<file path="src/rtl/mem_access_ctrl_pkg.sv">
// Shared widths, state encoding and byte-extension helper for the load/store sequencer.
package mem_access_ctrl_pkg;

  localparam int unsigned MEM_AW = 8;
  localparam int unsigned MEM_DW = 8;
  localparam int unsigned RSP_W  = 2 * MEM_DW;

  typedef enum logic [1:0] {
    IDLE = 2'd0,
    LO   = 2'd1,
    HI   = 2'd2,
    RESP = 2'd3
  } mac_state_t;

  // Plain vector encodings of the states, used by the state register
  localparam logic [1:0] ST_IDLE = 2'(IDLE);
  localparam logic [1:0] ST_LO   = 2'(LO);
  localparam logic [1:0] ST_HI   = 2'(HI);
  localparam logic [1:0] ST_RESP = 2'(RESP);

  // Upper byte of a byte-load result: sign copy or zero
  function automatic logic [MEM_DW-1:0] ext_byte(input logic [MEM_DW-1:0] b, input logic sext);
    return (sext && b[MEM_DW-1]) ? {MEM_DW{1'b1}} : {MEM_DW{1'b0}};
  endfunction

endpackage

</file>
<file path="src/rtl/mem_access_ctrl_if.sv">
// Core-side request/response bus of the load/store sequencer.
interface mem_access_ctrl_if;
  import mem_access_ctrl_pkg::*;

  logic              req_valid;
  logic              req_ready;
  logic              req_we;
  logic              req_word;
  logic [MEM_AW-1:0] req_addr;
  logic [RSP_W-1:0]  req_wdata;
  logic              rsp_valid;
  logic [RSP_W-1:0]  rsp_rdata;

  // Execute stage issuing requests
  modport master (
    output req_valid, req_we, req_word, req_addr, req_wdata,
    input  req_ready, rsp_valid, rsp_rdata
  );

  // Sequencer serving requests
  modport slave (
    input  req_valid, req_we, req_word, req_addr, req_wdata,
    output req_ready, rsp_valid, rsp_rdata
  );
endinterface

</file>
<file path="src/rtl/mem_access_ctrl.sv">
// Load/store sequencer: splits 16-bit accesses into two little-endian byte accesses
// on an 8-bit memory with combinational read, one response per request.
module mem_access_ctrl
  import mem_access_ctrl_pkg::*;
#(
  parameter bit SEXT_BYTE = 1'b0
) (
  input  logic                 clk,
  input  logic                 reset,
  mem_access_ctrl_if.slave     core,
  output logic [MEM_AW-1:0]    mem_addr,
  output logic [MEM_DW-1:0]    mem_din,
  output logic                 mem_wr_en,
  input  logic [MEM_DW-1:0]    mem_dout
);

  logic [1:0]        state_q,     state_d;
  logic              we_q,        we_d;
  logic              word_q,      word_d;
  logic [MEM_AW-1:0] addr_q,      addr_d;
  logic [RSP_W-1:0]  wdata_q,     wdata_d;
  logic [MEM_DW-1:0] rd_lo_q,     rd_lo_d;
  logic              req_ready_q, req_ready_d;
  logic              rsp_valid_q, rsp_valid_d;
  logic [RSP_W-1:0]  rsp_rdata_q, rsp_rdata_d;
  logic [MEM_AW-1:0] mem_addr_q,  mem_addr_d;
  logic [MEM_DW-1:0] mem_din_q,   mem_din_d;
  logic              mem_wr_en_q, mem_wr_en_d;

  // Next state and next registered outputs; memory-side outputs are set up one state ahead
  always_comb begin
    state_d     = state_q;
    we_d        = we_q;
    word_d      = word_q;
    addr_d      = addr_q;
    wdata_d     = wdata_q;
    rd_lo_d     = rd_lo_q;
    rsp_valid_d = 1'b0;
    rsp_rdata_d = rsp_rdata_q;
    mem_addr_d  = mem_addr_q;
    mem_din_d   = mem_din_q;
    mem_wr_en_d = 1'b0;

    case (state_q)
      ST_IDLE: begin
        if (core.req_valid) begin
          state_d     = ST_LO;
          we_d        = core.req_we;
          word_d      = core.req_word;
          addr_d      = core.req_addr;
          wdata_d     = core.req_wdata;
          mem_addr_d  = core.req_addr;
          mem_din_d   = core.req_wdata[MEM_DW-1:0];
          mem_wr_en_d = core.req_we;
        end
      end
      ST_LO: begin
        rd_lo_d = mem_dout;
        if (word_q) begin
          state_d     = ST_HI;
          mem_addr_d  = addr_q + MEM_AW'(1);
          mem_din_d   = wdata_q[RSP_W-1:MEM_DW];
          mem_wr_en_d = we_q;
        end else begin
          state_d     = ST_RESP;
          rsp_valid_d = 1'b1;
          rsp_rdata_d = we_q ? '0 : {ext_byte(mem_dout, SEXT_BYTE), mem_dout};
        end
      end
      ST_HI: begin
        state_d     = ST_RESP;
        rsp_valid_d = 1'b1;
        rsp_rdata_d = we_q ? '0 : {mem_dout, rd_lo_q};
      end
      ST_RESP: begin
        state_d = ST_IDLE;
      end
      default: begin
        state_d = ST_IDLE;
      end
    endcase

    req_ready_d = (state_d == ST_IDLE);
  end

  // State and datapath registers with synchronous reset
  always_ff @(posedge clk) begin
    if (reset) begin
      state_q     <= ST_IDLE;
      we_q        <= 1'b0;
      word_q      <= 1'b0;
      addr_q      <= '0;
      wdata_q     <= '0;
      rd_lo_q     <= '0;
      req_ready_q <= 1'b1;
      rsp_valid_q <= 1'b0;
      rsp_rdata_q <= '0;
      mem_addr_q  <= '0;
      mem_din_q   <= '0;
      mem_wr_en_q <= 1'b0;
    end else begin
      state_q     <= state_d;
      we_q        <= we_d;
      word_q      <= word_d;
      addr_q      <= addr_d;
      wdata_q     <= wdata_d;
      rd_lo_q     <= rd_lo_d;
      req_ready_q <= req_ready_d;
      rsp_valid_q <= rsp_valid_d;
      rsp_rdata_q <= rsp_rdata_d;
      mem_addr_q  <= mem_addr_d;
      mem_din_q   <= mem_din_d;
      mem_wr_en_q <= mem_wr_en_d;
    end
  end

  assign core.req_ready = req_ready_q;
  assign core.rsp_valid = rsp_valid_q;
  assign core.rsp_rdata = rsp_rdata_q;
  assign mem_addr       = mem_addr_q;
  assign mem_din        = mem_din_q;
  // Reset arriving mid-store must block the write at that same edge, so gate the strobe directly
  assign mem_wr_en      = mem_wr_en_q & ~reset;

endmodule

</file>
<file path="src/flat_wrapper.sv">
// flat-port wrapper written by rule: the top's interface ports become plain ports
module mem_access_ctrl_flat import mem_access_ctrl_pkg::*;
#(
  parameter bit SEXT_BYTE = 1'b0
)
  (clk, reset, mem_addr, mem_din, mem_wr_en, mem_dout, core_req_valid, core_req_we, core_req_word, core_req_addr, core_req_wdata, core_req_ready, core_rsp_valid, core_rsp_rdata);
  mem_access_ctrl_if core_i ();
  input  logic clk;
  input  logic reset;
  output logic [MEM_AW-1:0] mem_addr;
  output logic [MEM_DW-1:0] mem_din;
  output logic mem_wr_en;
  input  logic [MEM_DW-1:0] mem_dout;
  input wire logic [$bits(core_i.req_valid)-1:0] core_req_valid;
  input wire logic [$bits(core_i.req_we)-1:0] core_req_we;
  input wire logic [$bits(core_i.req_word)-1:0] core_req_word;
  input wire logic [$bits(core_i.req_addr)-1:0] core_req_addr;
  input wire logic [$bits(core_i.req_wdata)-1:0] core_req_wdata;
  output wire logic [$bits(core_i.req_ready)-1:0] core_req_ready;
  output wire logic [$bits(core_i.rsp_valid)-1:0] core_rsp_valid;
  output wire logic [$bits(core_i.rsp_rdata)-1:0] core_rsp_rdata;
  assign core_i.req_valid = core_req_valid;
  assign core_i.req_we = core_req_we;
  assign core_i.req_word = core_req_word;
  assign core_i.req_addr = core_req_addr;
  assign core_i.req_wdata = core_req_wdata;
  assign core_req_ready = core_i.req_ready;
  assign core_rsp_valid = core_i.rsp_valid;
  assign core_rsp_rdata = core_i.rsp_rdata;
  mem_access_ctrl #(.SEXT_BYTE(SEXT_BYTE)) u_core (.clk(clk), .reset(reset), .core(core_i), .mem_addr(mem_addr), .mem_din(mem_din), .mem_wr_en(mem_wr_en), .mem_dout(mem_dout));
endmodule
</file>
<file path="config.mk">
export PLATFORM = sky130hd
export DESIGN_NAME = mem_access_ctrl_flat
export DESIGN_NICKNAME = d
export VERILOG_FILES = /design/src/rtl/mem_access_ctrl_pkg.sv /design/src/rtl/mem_access_ctrl_if.sv /design/src/rtl/mem_access_ctrl.sv /design/src/flat_wrapper.sv
export SDC_FILE = /design/constraint.sdc
export NUM_CORES = 1
export LEC_CHECK = 0
export ABC_AREA = 0
export CORE_AREA = 3 3 80 82
export CTS_CLUSTER_SIZE = 40
export DETAILED_ROUTE_END_ITERATION = 16
export DIE_AREA = 0 0 83 85
export PLACE_DENSITY = 0.83
export SYNTH_ARGS = -nofsm -noshare
export SYNTH_HDL_FRONTEND = slang
export SYNTH_SLANG_ARGS = --single-unit
</file>
<file path="constraint.sdc">
create_clock -name clk -period 1.85 [get_ports clk]
set_input_delay 0.185 -clock clk [delete_from_list [all_inputs] [get_ports clk]]
set_output_delay 0.185 -clock clk [all_outputs]
set_load 0.01 [all_outputs]
</file>
**Yosys cells after proc, flatten, opt, wreduce, memory -nomap -nowiden**

Cells that the tools add are included.

- Add/sub/neg operators: 1
- Eq/ne operators: 6
- Mux-type cells: 18
- Bitwise operators: 2
- Reductions and logical operators: 7

Operators by type and width:

| operator | number |
|---|---|
| 8-bit 2-to-1 mux | 5 |
| 16-bit 2-to-1 mux | 2 |
| 16-bit one-hot mux with 2 select lines | 1 |
| 8-bit one-hot mux with 2 select lines | 2 |
| 8-bit by 1-bit adder with 8-bit output (second input constant) | 1 |
| 2-bit one-hot mux with 4 select lines | 1 |
| 2-bit equality test (second input constant) | 2 |
| 2-bit zero test | 2 |
| 1-bit 2-to-1 mux | 4 |
| 2-bit inequality test (second input constant) | 2 |
| 1-bit one-hot mux with 2 select lines | 2 |
| 2-bit AND reduction | 2 |
| 2-bit nonzero test | 2 |
| 3-bit AND reduction | 1 |
| 2-bit by 1-bit equality test with 1-bit output (second input constant) | 1 |
| 2-bit 2-to-1 mux | 1 |
| 2-bit by 1-bit inequality test with 1-bit output (second input constant) | 1 |
| 1-bit bitwise AND | 1 |
| 1-bit NOT | 1 |

- Register bits: 71
- Input port bits: 37
- Logic and storage cells: 46

**Longest topological paths before layout**

Gate-level depths: netlist (run 1).

- Depth in word-level cells: 3
- Depth in mapped cells: 9

**Worst setup path before layout (run 1)**

Ideal clock, no wire load.

- Path kind: reg2reg
- From: reg u_core.state_q[0]
- To: reg u_core.rsp_rdata_q[10], in the netlist u_core.core.rsp_rdata[10]
- Arrival: 1470 ps
- Path slack: 253 ps
- Cell stages (with the launch flop): 10
- Clock period less this slack: 1597 ps
- Cell sequence: dfxtp_1 > inv_1 > ha_1 > buf_4 > inv_1 > o21bai_1 > buf_4 > buf_6 > mux2i_1 > nor2_1

- Cells in the longest elaborated chain, start to end: 3
- Elaborated cells between the ends (all ways): 6
- Those cells by class: eq/ne: 3; mux: 1; reduce/logical: 2

RTL lines:

| item | line | RTL |
|---|---|---|
| start: declaration | mem_access_ctrl.sv:17 | `logic [1:0] state_q, state_d;` |
| start signal: assignment | mem_access_ctrl.sv:102 | `state_q <= state_d;` |
| 2-bit by 1-bit equality test with 1-bit output / 2-bit equality test (equally long branches) | mem_access_ctrl.sv:44 | `case (state_q)` |
| 2-bit inequality test (no line) / 2-bit nonzero test (equally long branches) | - |  |
| 2-bit AND reduction (no line) | - |  |
| end signal: assignment | mem_access_ctrl.sv:110 | `rsp_rdata_q <= rsp_rdata_d;` |
| end: declaration | mem_access_ctrl.sv:25 | `logic [RSP_W-1:0] rsp_rdata_q, rsp_rdata_d;` |

Several ways; a longest one is shown, not always the timed one.
A chain may end at the register's enable or synchronous reset.

**Final worst setup path (run 1)**

- From: reg u_core.state_q[1]
- To: reg u_core.rsp_rdata_q[7], in the netlist u_core.core.rsp_rdata[7]

The elaborated chain is that of the path after synthesis.

==> summary.md, run 1 <==
| Metric | Value |
|---|---|
| Antenna diode count | 0 |
| Worst Min Path Start | reset |
| Maxcap violations | 0 |
| RSZ-0062 raised after global routing | no |
| Global-route wire length before repair | 10800 um |
| Drt first pass iters | 4 |
| CP required | 2.07 ns |
| Power per cell area | 1550 nW/um2 |
| Setup skew after layout | 0.00353 ns |
| Routed length per placed instance | 13.9 um |
| Slew of the pin with the lowest slew margin | 0.368 ns |
| Synth unique cells | 32 |
| CP Class | flip-flop to flip-flop |
| Iteration-0 DRC Markers | 113 |
| Synthesized area divided by synthesized cell count | 8.94 um2 |
| Number of instances in the synthesized netlist | 308 |
| Largest fanout on the critical path | 12 |
| Height of the die | 85 um |
| Setup-violating endpoint count in the final report | 0 |
| Initial core utilization | 0.473 |
| Launch point of the worst reg-to-reg path | u_core.state_q[1]$_SDFF_PP0_ |
| Row count | 28 |
| Synthesis warning total | 0 |
| Final std cell area, no fill | 3750 um2 |
| IO Port Bufs | 71 |
| Number of enable flip-flop cells after synthesis | 0 |
| Final period demand of the worst path | 1.72 ns |
| Maximum single-stage delay on the critical path | 0.31 ns |
| Routability Congestion | 0.831 |
| Peak Freq | 581 MHz |
| Library cell used as clock root buffer | sky130_fd_sc_hd__clkbuf_8 |
| Area share of the leading cell type in the synthesized netlist | 0.458 |
| Total vias in the final route | 2377 |
| Main area contributors after synthesis | sky130_fd_sc_hd__dfxtp_1, sky130_fd_sc_hd__mux2i_1, sky130_fd_sc_hd__nor2_1, sky130_fd_sc_hd__nand2_1, sky130_fd_sc_hd__a21oi_1 |
| Cell chain of the critical path | inv_1, ha_1, nor2b_2, o21bai_4, buf_12, mux2i_1, nor2_1 |
| Hold buffer count at CTS | 0 |
| Static leakage | 1.44 nW |
| Count of state elements after synthesis | 63 |
| Post-layout nets | 426 |
| Maximum root-to-sink buffer count | 2 |
| Routed Antenna Nets | 0 |
| WL final | 6410 um |
| Vias per cell | 5.16 |
| Total Negative Setup Slacks | 0 ns |
| Ratio of cells with drive above 1 in the final layout | 0.0881 |
| Number of clock sinks | 63 |
| Worst setup path start | u_core.state_q[1]$_SDFF_PP0_ |
| Aggregate global-route resource usage | 0.188 |
| Core Footprint | 5820 um2 |
| Share of the clock period used by the worst path | 0.931 |
| Slowest-stage cell, CP | sky130_fd_sc_hd__dfxtp_1 |
| Startpoint types | flip-flop |
| Estimated wirelength of the detail-placed design | 4620 um |
| Maximum number of pins on one net before global-route repair | 33 |
| Initial antenna violation count | 0 |
| Mapped cell area | 2750 um2 |
| Count of unresolved DRC violations after routing | 0 |
| PostCTS Resize Cnt | 0 |
| Number of nets in the synthesized netlist | 351 |
| Vias in the first global route | 2295 |
| Fraction of registers with async set/reset | 0 |
| Ys flop type | sky130_fd_sc_hd__dfxtp_1 |
| Post-detailed-placement cell area | 3570 um2 |
| Cell taking the most area after synthesis | sky130_fd_sc_hd__dfxtp_1 |
| Relative slew slack | 0.755 |
| Count of final hold-check violations | 0 |
| Arrival time reported for the critical path endpoint | 1.94 ns |
| Outcome | finished clean |
| Overall die area | 7060 um2 |
| Type of element capturing the critical path | flip-flop |
| Most common library cell in the layout ignoring fill and taps | sky130_fd_sc_hd__clkdlybuf4s50_1 |
| CTS HTree Levels | 3 |
| Share of the yosys chip area belonging to registers | 0.458 |
| Die width | 83 um |
| Latest clock arrival within the worst-skew pair | 0.32 ns |
| Ports placed on the boundary | 72 |
| GRT overflow | 0 |
| Worst vdd rail ir drop | 0.000799 V |
| Most used cells in the layout excluding fill and tap cells | sky130_fd_sc_hd__clkdlybuf4s50_1, sky130_fd_sc_hd__dfxtp_1, sky130_fd_sc_hd__nor2_1 |
| Post-CTS setup repair buffer count | 0 |
| Clock slew at the register clock pins of the worst setup and hold paths | 0.06 ns |
| Worst hold slack after final layout | 0.290 ns |
| Num CTS Buffers | 9 |
| Layout-stage area growth over the synthesis result | 36.2% |
| Pins Over Slew Limit | 0 |
| Worst min-delay path category | input port to flip-flop |
| TritonCTS clock tree | done |
## area by class of cell
class | instances | area, um2
sequential | 63 | 1260
inverter | 7 | 26.3
multi-input combinational | 218 | 1380
timing repair buffer | 84 | 828
fill | 499 | 2070
clock inverter | 1 | 5.00
tap | 75 | 93.8
clock buffer | 13 | 159
## per-stage QoR
| stage | utilization | power, mW | instances | worst slack (ns) |
|---|---|---|---|---|
| 3_3_place_gp | 0.614 | 4.70 | 447 | 0.166 |
| 4_1_cts | 0.643 | 5.81 | 461 | 0.0672 |
| 2_1_floorplan | - | 3.71 | 308 | 0.253 |
| 3_5_place_dp | 0.614 | 4.78 | 447 | 0.0881 |
| 5_1_grt | 0.645 | 6.19 | 461 | 0.00717 |
| 6_report | 0.645 | 5.80 | 461 | 0.128 |
## synth_stat cells (all sizes together), types with 2 or more instances
cell	count
dfxtp	63
xnor2	2
nor3	4
a211o	2
xor2	2
o41ai	3
inv	7
o21a	2
buf	12
and2	10
clkbuf	8
nor2b	4
nand3	7
a211oi	10
nor2	49
a21oi	22
nand2	43
mux2i	43
ha	6
## critical path, delay by kind of cell (launching register included)
kind            cells  cell delay (ns)
simple gates        2             0.28
fa+ha+maj           1             0.27
flops               1             0.31
compound gates      1             0.20
mux                 1             0.22
buf+inv             2             0.32
## worst paths after layout
check                                          endpoint  slack [ns]  cells after the start
setup / recovery  u_core.core.rsp_rdata[7]$_SDFFE_PP0P_        0.13                      7
hold / removal            u_core.addr_q[3]$_SDFFE_PP0P_        0.29                      3
setup reg to reg  u_core.core.rsp_rdata[7]$_SDFFE_PP0P_        0.13                      7
hold reg to reg         u_core.wdata_q[14]$_SDFFE_PP0P_        0.46                      2
## kinds of logic (layout without fill, tap and decap cells)
family	Yosys count	after routing	share of synthesized area
AND/OR/NAND/NOR	121	121	0.187
flip-flops	63	63	0.458
AO/OA/AOI/OAI	44	44	0.110
multiplexers	43	43	0.156
buffers and inverters	27	105	0.0477
adder cells (fa/ha/maj)	6	6	0.0273
XOR/XNOR	4	4	0.0127
## report_power, final
group          internal (mW)  switching [mW]  leakage, nW
Sequential              1.77           0.249        0.516
Combinational           1.43            1.35        0.841
Clock                  0.543           0.461       0.0854
Total                   3.74            2.06         1.44
## per-layer routing
metal	up-vias	track usage	part of all wire
met1	1103	0.234	0.43
met5	-	0	0
met4	0	0.0743	0.019
met3	12	0.0466	0.056
met2	76	0.313	0.49
li1	1186	-	-
## sequential cells by signal (all words and copies together) (netlist names)
| name | cells |
|---|---|
| u_core.mem_addr | 8 |
| u_core.core.rsp_rdata | 16 |
| u_core.mem_wr_en_q | 1 |
| u_core.core.rsp_valid | 1 |
| u_core.wdata_q | 8 |
| u_core.rd_lo_q | 8 |
| u_core.mem_din | 8 |
| u_core.addr_q | 8 |
| u_core.core.req_ready | 1 |
| u_core.we_q | 1 |
| u_core.state_q | 2 |
| u_core.word_q | 1 |
No activity file was read; power rests on OpenSTA's default activity.
==> inputs of run 2 (changes only) <==
--- a/config.mk
+++ b/config.mk
@@ -6,11 +6,12 @@
 export NUM_CORES = 1
 export LEC_CHECK = 0
 export ABC_AREA = 0
-export CORE_AREA = 3 3 80 82
+export CORE_AREA = 3 3 84 86
 export CTS_CLUSTER_SIZE = 40
 export DETAILED_ROUTE_END_ITERATION = 16
-export DIE_AREA = 0 0 83 85
-export PLACE_DENSITY = 0.83
+export DIE_AREA = 0 0 87 89
+export PLACE_DENSITY = 0.79
+export SLEW_MARGIN = 20
 export SYNTH_ARGS = -nofsm -noshare
 export SYNTH_HDL_FRONTEND = slang
 export SYNTH_SLANG_ARGS = --single-unit
==> constraint.sdc (replaced) <==
create_clock -name clk -period 1.4 [get_ports clk]
set_input_delay 0.14 -clock clk [delete_from_list [all_inputs] [get_ports clk]]
set_output_delay 0.14 -clock clk [all_outputs]
set_load 0.01 [all_outputs]
==> summary.md, run 2 (synthesis results as in run 1) <==
| Metric | Value |
|---|---|
| Outcome | finished, violations left |
| Violated checks | negative setup slack |
| Hold buffer count at CTS | 0 (unchanged) |
| Num CTS Buffers | 9 (unchanged) |
| Largest fanout on the critical path | 8 (-4) |
| Pins Over Slew Limit | 0 (unchanged) |
| Power per cell area | 2080 nW/um2 (+35%) |
| Core Footprint | 6350 um2 (+9.2%) |
| Count of cells along the worst register-to-register path | 7 (unchanged) |
| Arrival time reported for the critical path endpoint | 1.72 ns (-0.22 ns) |
| Routability Congestion | 0.859 (+3.3%) |
| CTS HTree Levels | 3 (unchanged) |
| Vias per cell | 5.11 (-0.88%) |
| IO Port Bufs | 71 (unchanged) |
| Setup skew after layout | 0.00508 ns (+0.00154 ns) |
| Vias in the first global route | 2432 (+6.0%) |
| Row count | 29 (+3.6%) |
| Register share of total power | 0.317 (-0.031) |
| Layout-stage area growth over the synthesis result | 48.1% |
| Most used cells in the layout excluding fill and tap cells | sky130_fd_sc_hd__dfxtp_1, sky130_fd_sc_hd__nor2_1, sky130_fd_sc_hd__clkdlybuf4s50_1 |
| Global-route wire length before repair | 11100 um (+3.5%) |
| Setup slack at placement | -0.224 ns (-0.312 ns) |
| TritonCTS clock tree | done |
| Die width | 87 um (+4.8%) |
| Startpoint types | flip-flop |
| Latest clock arrival within the worst-skew pair | 0.34 ns (+0.02 ns) |
| Maxcap violations | 0 (unchanged) |
| Overall die area | 7740 um2 (+9.8%) |
| Peak Freq | 668 MHz (+15%) |
| Type of element capturing the critical path | flip-flop |
| CP Class | flip-flop to flip-flop |
| Routed Antenna Nets | 0 (unchanged) |
| Net switching power figure | 3.05 mW (+48%) |
| Worst min-delay path category | input port to flip-flop |
| Number of clock sinks | 63 (unchanged) |
| Post-layout nets | 440 (+3.3%) |
| CP required | 1.62 ns (-0.45 ns) |
| WL final | 7040 um (+9.9%) |
| Library cell used as clock root buffer | sky130_fd_sc_hd__clkbuf_8 |
| Ratio of cells with drive above 1 in the final layout | 0.169 (+0.0811) |
| Antenna diode count | 0 (unchanged) |
| Final period demand of the worst path | 1.50 ns (-0.225 ns) |
| Routed length per placed instance | 14.7 um (+5.8%) |
| Internal Dissipation | 5.44 mW (+45%) |
| Count of final hold-check violations | 0 (unchanged) |
| Estimated wirelength of the detail-placed design | 4840 um (+4.8%) |
| Worst vdd rail ir drop | 0.00125 V (+56%) |
| Launch point of the worst reg-to-reg path | u_core.state_q[1]$_SDFF_PP0_ |
| Initial core utilization | 0.433 (-0.0398) |
| Iteration-0 DRC Markers | 74 (-35%) |
| Worst setup path start | u_core.state_q[1]$_SDFF_PP0_ |
| End of the worst register-to-register path | u_core.core.rsp_rdata[10]$_SDFFE_PP0P_ |
| Height of the die | 89 um (+4.7%) |
| Fraction of power spent switching nets | 0.359 (+0.00394) |
| Aggregate global-route resource usage | 0.184 (-0.00351) |
| Drt first pass iters | 4 (unchanged) |
| Flip-flop count of the largest register, all copies and words added | 16 (unchanged) |
| Slew of the pin with the lowest slew margin | 0.409 ns (+0.0416 ns) |
| Total Negative Setup Slacks | -2.24 ns (-2.24 ns) |
| Initial antenna violation count | 0 (unchanged) |
| Comb pwr share | 0.503 (+0.024) |
| Static leakage | 1.89 nW (+31%) |
| GRT overflow | 0 (unchanged) |
| Termination of the worst setup path | u_core.core.rsp_rdata[10]$_SDFFE_PP0P_ |
| Maximum number of pins on one net before global-route repair | 41 (+24%) |
| Total vias in the final route | 2448 (+3.0%) |
| Relative slew slack | 0.727 (-0.0277) |
| Ports placed on the boundary | 72 (unchanged) |
| Setup-violating endpoint count in the final report | 31 (+31) |
| Count of unresolved DRC violations after routing | 0 (unchanged) |
| Share of total power in the clock network | 0.180 (+0.007) |
| Clock slew at the register clock pins of the worst setup and hold paths | 0.07 ns (about the same) |
| Setup slack of the critical path after layout | -0.0971 ns (-0.225 ns) |
| RSZ-0062 raised after global routing | yes |
| Maximum root-to-sink buffer count | 2 (unchanged) |
| Setup slack, reg-to-reg | -0.1 ns (-0.22 ns) |
| Most common library cell in the layout ignoring fill and taps | sky130_fd_sc_hd__dfxtp_1 |
| Share of the clock period used by the worst path | 1.07 (+0.138) |
==> run 2: cell types whose count changed in the layout (fill, tap and decap cells not counted), sizes merged <==
cell           delta
buf              +13
bufinv            +1
clkbuf            -2
clkdlybuf4s50    -23
clkinv            +3
dlygate4sd2       +3
dlymetal6s2s     +20
inv               +1
==> run 2: timing repair <==
item	CTS	global route
resized for setup	10	28
hold endpoints to repair	0	0
cloned	0	1
buffers inserted	1	0
pin swaps	0	1
setup endpoints to repair	36	53
==> run 2: per-stage QoR <==
step / cell area [um2] / util / hold WS (ns) / instances / power, mW
3_3_place_gp: 3760 / 0.592 / 0.442 / 461 / 6.64
2_1_floorplan: 2830 / - / 0.276 / 308 / 5.09
6_report: 4080 / 0.642 / 0.220 / 479 / 8.49
4_1_cts: 3980 / 0.626 / 0.221 / 478 / 8.42
3_5_place_dp: 3760 / 0.592 / 0.447 / 461 / 6.78
5_1_grt: 4080 / 0.642 / 0.249 / 479 / 9.03
==> run 2: area by class of cell <==
| class | instances | area (um2) |
|---|---|---|
| inverter | 7 | 36.3 |
| clock buffer | 10 | 128 |
| fill | 564 | 2270 |
| multi-input combinational | 218 | 1460 |
| sequential | 63 | 1270 |
| timing repair buffer | 98 | 1030 |
| clock inverter | 6 | 60.1 |
| tap | 77 | 96.3 |
==> run 2: worst min-delay path by stage <==
stage                                                from                                    end  slack, ns  cells past startpoint
final                                               reset  u_core.core.rsp_rdata[4]$_SDFFE_PP0P_       0.22                      3
after global routing                                reset  u_core.core.rsp_rdata[8]$_SDFFE_PP0P_       0.25                      3
after floorplan                        core_req_wdata[10]        u_core.wdata_q[10]$_SDFFE_PP0P_       0.28                      2
after global placement    u_core.wdata_q[15]$_SDFFE_PP0P_        u_core.wdata_q[15]$_SDFFE_PP0P_       0.44                      2
after detailed placement  u_core.wdata_q[12]$_SDFFE_PP0P_        u_core.wdata_q[12]$_SDFFE_PP0P_       0.45                      2
after CTS                                           reset  u_core.core.rsp_rdata[4]$_SDFFE_PP0P_       0.22                      3
==> run 2: critical path: stages, from the launching register on <==
cell and delay (ns):
sky130_fd_sc_hd__dfxtp_4 0.36, sky130_fd_sc_hd__inv_6 0.07, sky130_fd_sc_hd__ha_4 0.14, sky130_fd_sc_hd__nor2b_4 0.19, sky130_fd_sc_hd__o21bai_4 0.18, sky130_fd_sc_hd__clkbuf_16 0.20, sky130_fd_sc_hd__mux2i_1 0.19, sky130_fd_sc_hd__nor2_1 0.05
==> run 2: per-layer routing <==
metal,wire length (um),part of all wire,vias up,track usage
met5,0,0,-,0
met2,3540,0.50,76,0.320
li1,-,-,1219,-
met1,3010,0.43,1142,0.222
met4,109,0.015,0,0.0737
met3,375,0.053,11,0.0396
==> run 2: power by group through the flow <==
stage | clock, mW | combinational [mW] | sequential [mW]
4_1_cts | 1.56 | 4.17 | 2.70
2_1_floorplan | 0 | 2.25 | 2.85
3_5_place_dp | 0 | 4.05 | 2.73
3_3_place_gp | 0 | 3.94 | 2.71
6_report | 1.53 | 4.27 | 2.69
5_1_grt | 1.63 | 4.64 | 2.76
==> inputs of run 3 (changes only) <==
--- a/config.mk
+++ b/config.mk
@@ -10,7 +10,8 @@
 export CTS_CLUSTER_SIZE = 40
 export DETAILED_ROUTE_END_ITERATION = 16
 export DIE_AREA = 0 0 87 89
-export PLACE_DENSITY = 0.79
+export PLACE_DENSITY = 0.77
+export SETUP_SLACK_MARGIN = 0.5
 export SLEW_MARGIN = 20
 export SYNTH_ARGS = -nofsm -noshare
 export SYNTH_HDL_FRONTEND = slang
==> summary.md, run 3 (synthesis results as in run 1) <==
| Metric | Value |
|---|---|
| Antenna diode count | 0 (unchanged) |
| Launch point of the worst reg-to-reg path | u_core.state_q[0]$_SDFF_PP0_ |
| Routed Antenna Nets | 0 (unchanged) |
| Post-layout instance count excluding filler cells | 495 (+3.3%) |
| Num CTS Buffers | 9 (unchanged) |
| End of the worst register-to-register path | u_core.mem_addr[3]$_SDFFE_PP0P_ |
| Library cell used as clock root buffer | sky130_fd_sc_hd__clkbuf_8 |
| Slew of the pin with the lowest slew margin | 0.338 ns (-0.0711 ns) |
| Pins Over Slew Limit | 0 (unchanged) |
| Violated checks | negative setup slack |
| Latest clock arrival within the worst-skew pair | 0.34 ns (about the same) |
| Count of unresolved DRC violations after routing | 0 (unchanged) |
| Flip-flop count of the largest register, all copies and words added | 16 (unchanged) |
| Vias per cell | 5.17 (+1.2%) |
| Setup slack of the critical path after layout | -0.130 ns (-0.0332 ns) |
| Overall die area | 7740 um2 (unchanged) |
| Initial antenna violation count | 0 (unchanged) |
| Cell count after placement | 461 (unchanged) |
| Core Footprint | 6350 um2 (unchanged) |
| Type of element capturing the critical path | flip-flop |
| Tot Pwr | 9.59 mW (+13%) |
| Routability Congestion | 0.769 (-10%) |
| Count of cells along the worst register-to-register path | 6 (-1) |
| Setup-violating endpoint count in the final report | 31 (unchanged) |
| Worst vdd rail ir drop | 0.00127 V (+1.8%) |
| Largest fanout on the critical path | 7 (-1) |
| Vias in the first global route | 2536 (+4.3%) |
| Routed length per placed instance | 15.4 um (+4.6%) |
| Row count | 29 (unchanged) |
| Static leakage | 1.77 nW (-6.3%) |
| Maxcap violations | 0 (unchanged) |
| Maximum root-to-sink buffer count | 2 (unchanged) |
| Height of the die | 89 um (unchanged) |
| Iteration-0 DRC Markers | 124 (+68%) |
| Worst hold slack after final layout | 0.126 ns (-0.0933 ns) |
| Aggregate global-route resource usage | 0.205 (+0.0210) |
| Share of the clock period used by the worst path | 1.09 (+0.0237) |
| Peak Freq | 653 MHz (-2.2%) |
| Startpoint types | flip-flop |
| Count of final hold-check violations | 0 (unchanged) |
| CP required | 1.67 ns (+0.05 ns) |
| Most used cells in the layout excluding fill and tap cells | sky130_fd_sc_hd__nor2_1, sky130_fd_sc_hd__mux2i_1, sky130_fd_sc_hd__buf_6 |
| Worst min-delay path category | input port to flip-flop |
| Estimated wirelength of the detail-placed design | 4870 um (+0.67%) |
| CTS HTree Levels | 3 (unchanged) |
| Hold Path End | u_core.mem_addr[7]$_SDFFE_PP0P_ |
| Worst Min Path Start | reset |
| Total vias in the final route | 2559 (+4.5%) |
| Maximum number of pins on one net before global-route repair | 28 (-32%) |
| Ports placed on the boundary | 72 (unchanged) |
| IO Port Bufs | 71 (unchanged) |
| Clock slew at the register clock pins of the worst setup and hold paths | 0.06 ns (about the same) |
| Setup slack, reg-to-reg | -0.13 ns (-0.03 ns) |
| GRT overflow | 0 (unchanged) |
| RSZ-0062 raised after global routing | yes |
| Hold buffer count at CTS | 0 (unchanged) |
| Number of clock sinks | 63 (unchanged) |
| WL final | 7610 um (+8.1%) |
| Global-route wire length before repair | 12200 um (+9.1%) |
| Final std cell area, no fill | 4430 um2 (+8.6%) |
| Outcome | finished, violations left |
| Final period demand of the worst path | 1.53 ns (+0.0332 ns) |
| Setup slack at placement | -0.210 ns (+0.0143 ns) |
| TritonCTS clock tree | done |
| CP Class | flip-flop to flip-flop |
| Total Negative Setup Slacks | -2.15 ns (+0.0904 ns) |
| Post-layout nets | 457 (+3.9%) |
| Most common library cell in the layout ignoring fill and taps | sky130_fd_sc_hd__nor2_1 |
| Drt first pass iters | 4 (unchanged) |
| Post-detailed-placement cell area | 3790 um2 (+0.67%) |
| Layout-stage area growth over the synthesis result | 60.8% |
| Setup skew after layout | 0.00688 ns (+0.00180 ns) |
| Power per cell area | 2170 nW/um2 (+4.0%) |
| Hold depth | 2 (-1) |
| Initial core utilization | 0.433 (unchanged) |
| Arrival time reported for the critical path endpoint | 1.80 ns (+0.08 ns) |
| Die width | 87 um (unchanged) |
| Ratio of cells with drive above 1 in the final layout | 0.464 (+0.295) |
| Relative slew slack | 0.774 (+0.0474) |
| Share of the core filled with cells in the final layout | 0.697 (+0.0552) |
[run 3: changes by cell type in the layout (fill, tap and decap cells not counted), sizes merged, moves of 3 or more]
cell	delta
dlymetal6s2s	-20
buf	+47
dlygate4sd2	-3
clkdlybuf4s50	-12
and2	+3
[run 3: cell type report]
type | instances | area [um2]
fillers | 512 | 1920
multi-input cells | 222 | 1680
flip-flops and latches | 63 | 1310
repair buffers | 111 | 1110
clock buffers | 11 | 151
well taps | 77 | 96.3
clock inverters | 4 | 45.0
inverters | 7 | 36.3
[run 3: critical path, stage by stage, from the launching register on]
cell and delay, ns:
sky130_fd_sc_hd__dfxtp_4 0.38, sky130_fd_sc_hd__inv_4 0.05, sky130_fd_sc_hd__ha_4 0.17, sky130_fd_sc_hd__mux2i_4 0.19
sky130_fd_sc_hd__or2_4 0.31, sky130_fd_sc_hd__a211o_1 0.25, sky130_fd_sc_hd__a21oi_2 0.12
[run 3: report_power, final]
group	switching (mW)	internal [mW]
clock	0.685	0.900
combinational	2.35	2.84
sequential	0.392	2.43
[run 3: worst max-delay path by stage]
stage	slack (ns)	from	depth (start not counted)	end
floorplan	-0.09	u_core.state_q[0]$_SDFF_PP0_	9	u_core.core.rsp_rdata[5]$_SDFFE_PP0P_
global placement	-0.15	core_req_valid	5	u_core.mem_addr[6]$_SDFFE_PP0P_
global route	-0.19	u_core.state_q[0]$_SDFF_PP0_	6	u_core.mem_addr[4]$_SDFFE_PP0P_
finish	-0.13	u_core.state_q[0]$_SDFF_PP0_	6	u_core.mem_addr[3]$_SDFFE_PP0P_
detailed placement	-0.21	core_req_valid	5	u_core.mem_addr[6]$_SDFFE_PP0P_
CTS	-0.1	u_core.state_q[0]$_SDFF_PP0_	6	u_core.mem_addr[3]$_SDFFE_PP0P_
[run 3: timing repair]
| action | 4_1_cts | 5_1_grt |
|---|---|---|
| cloned | 5 | 0 |
| setup endpoints to repair | 98 | 98 |
| pin swaps | 4 | 6 |
| buffers inserted | 7 | 7 |
| resized for setup | 229 | 35 |
[run 3: layer usage]
layer,share of wire,vias to the layer above,track usage
li1,-,1257,-
met1,0.42,1212,0.240
met2,0.51,74,0.355
met3,0.048,16,0.0433
met4,0.020,0,0.105
met5,0,-,0
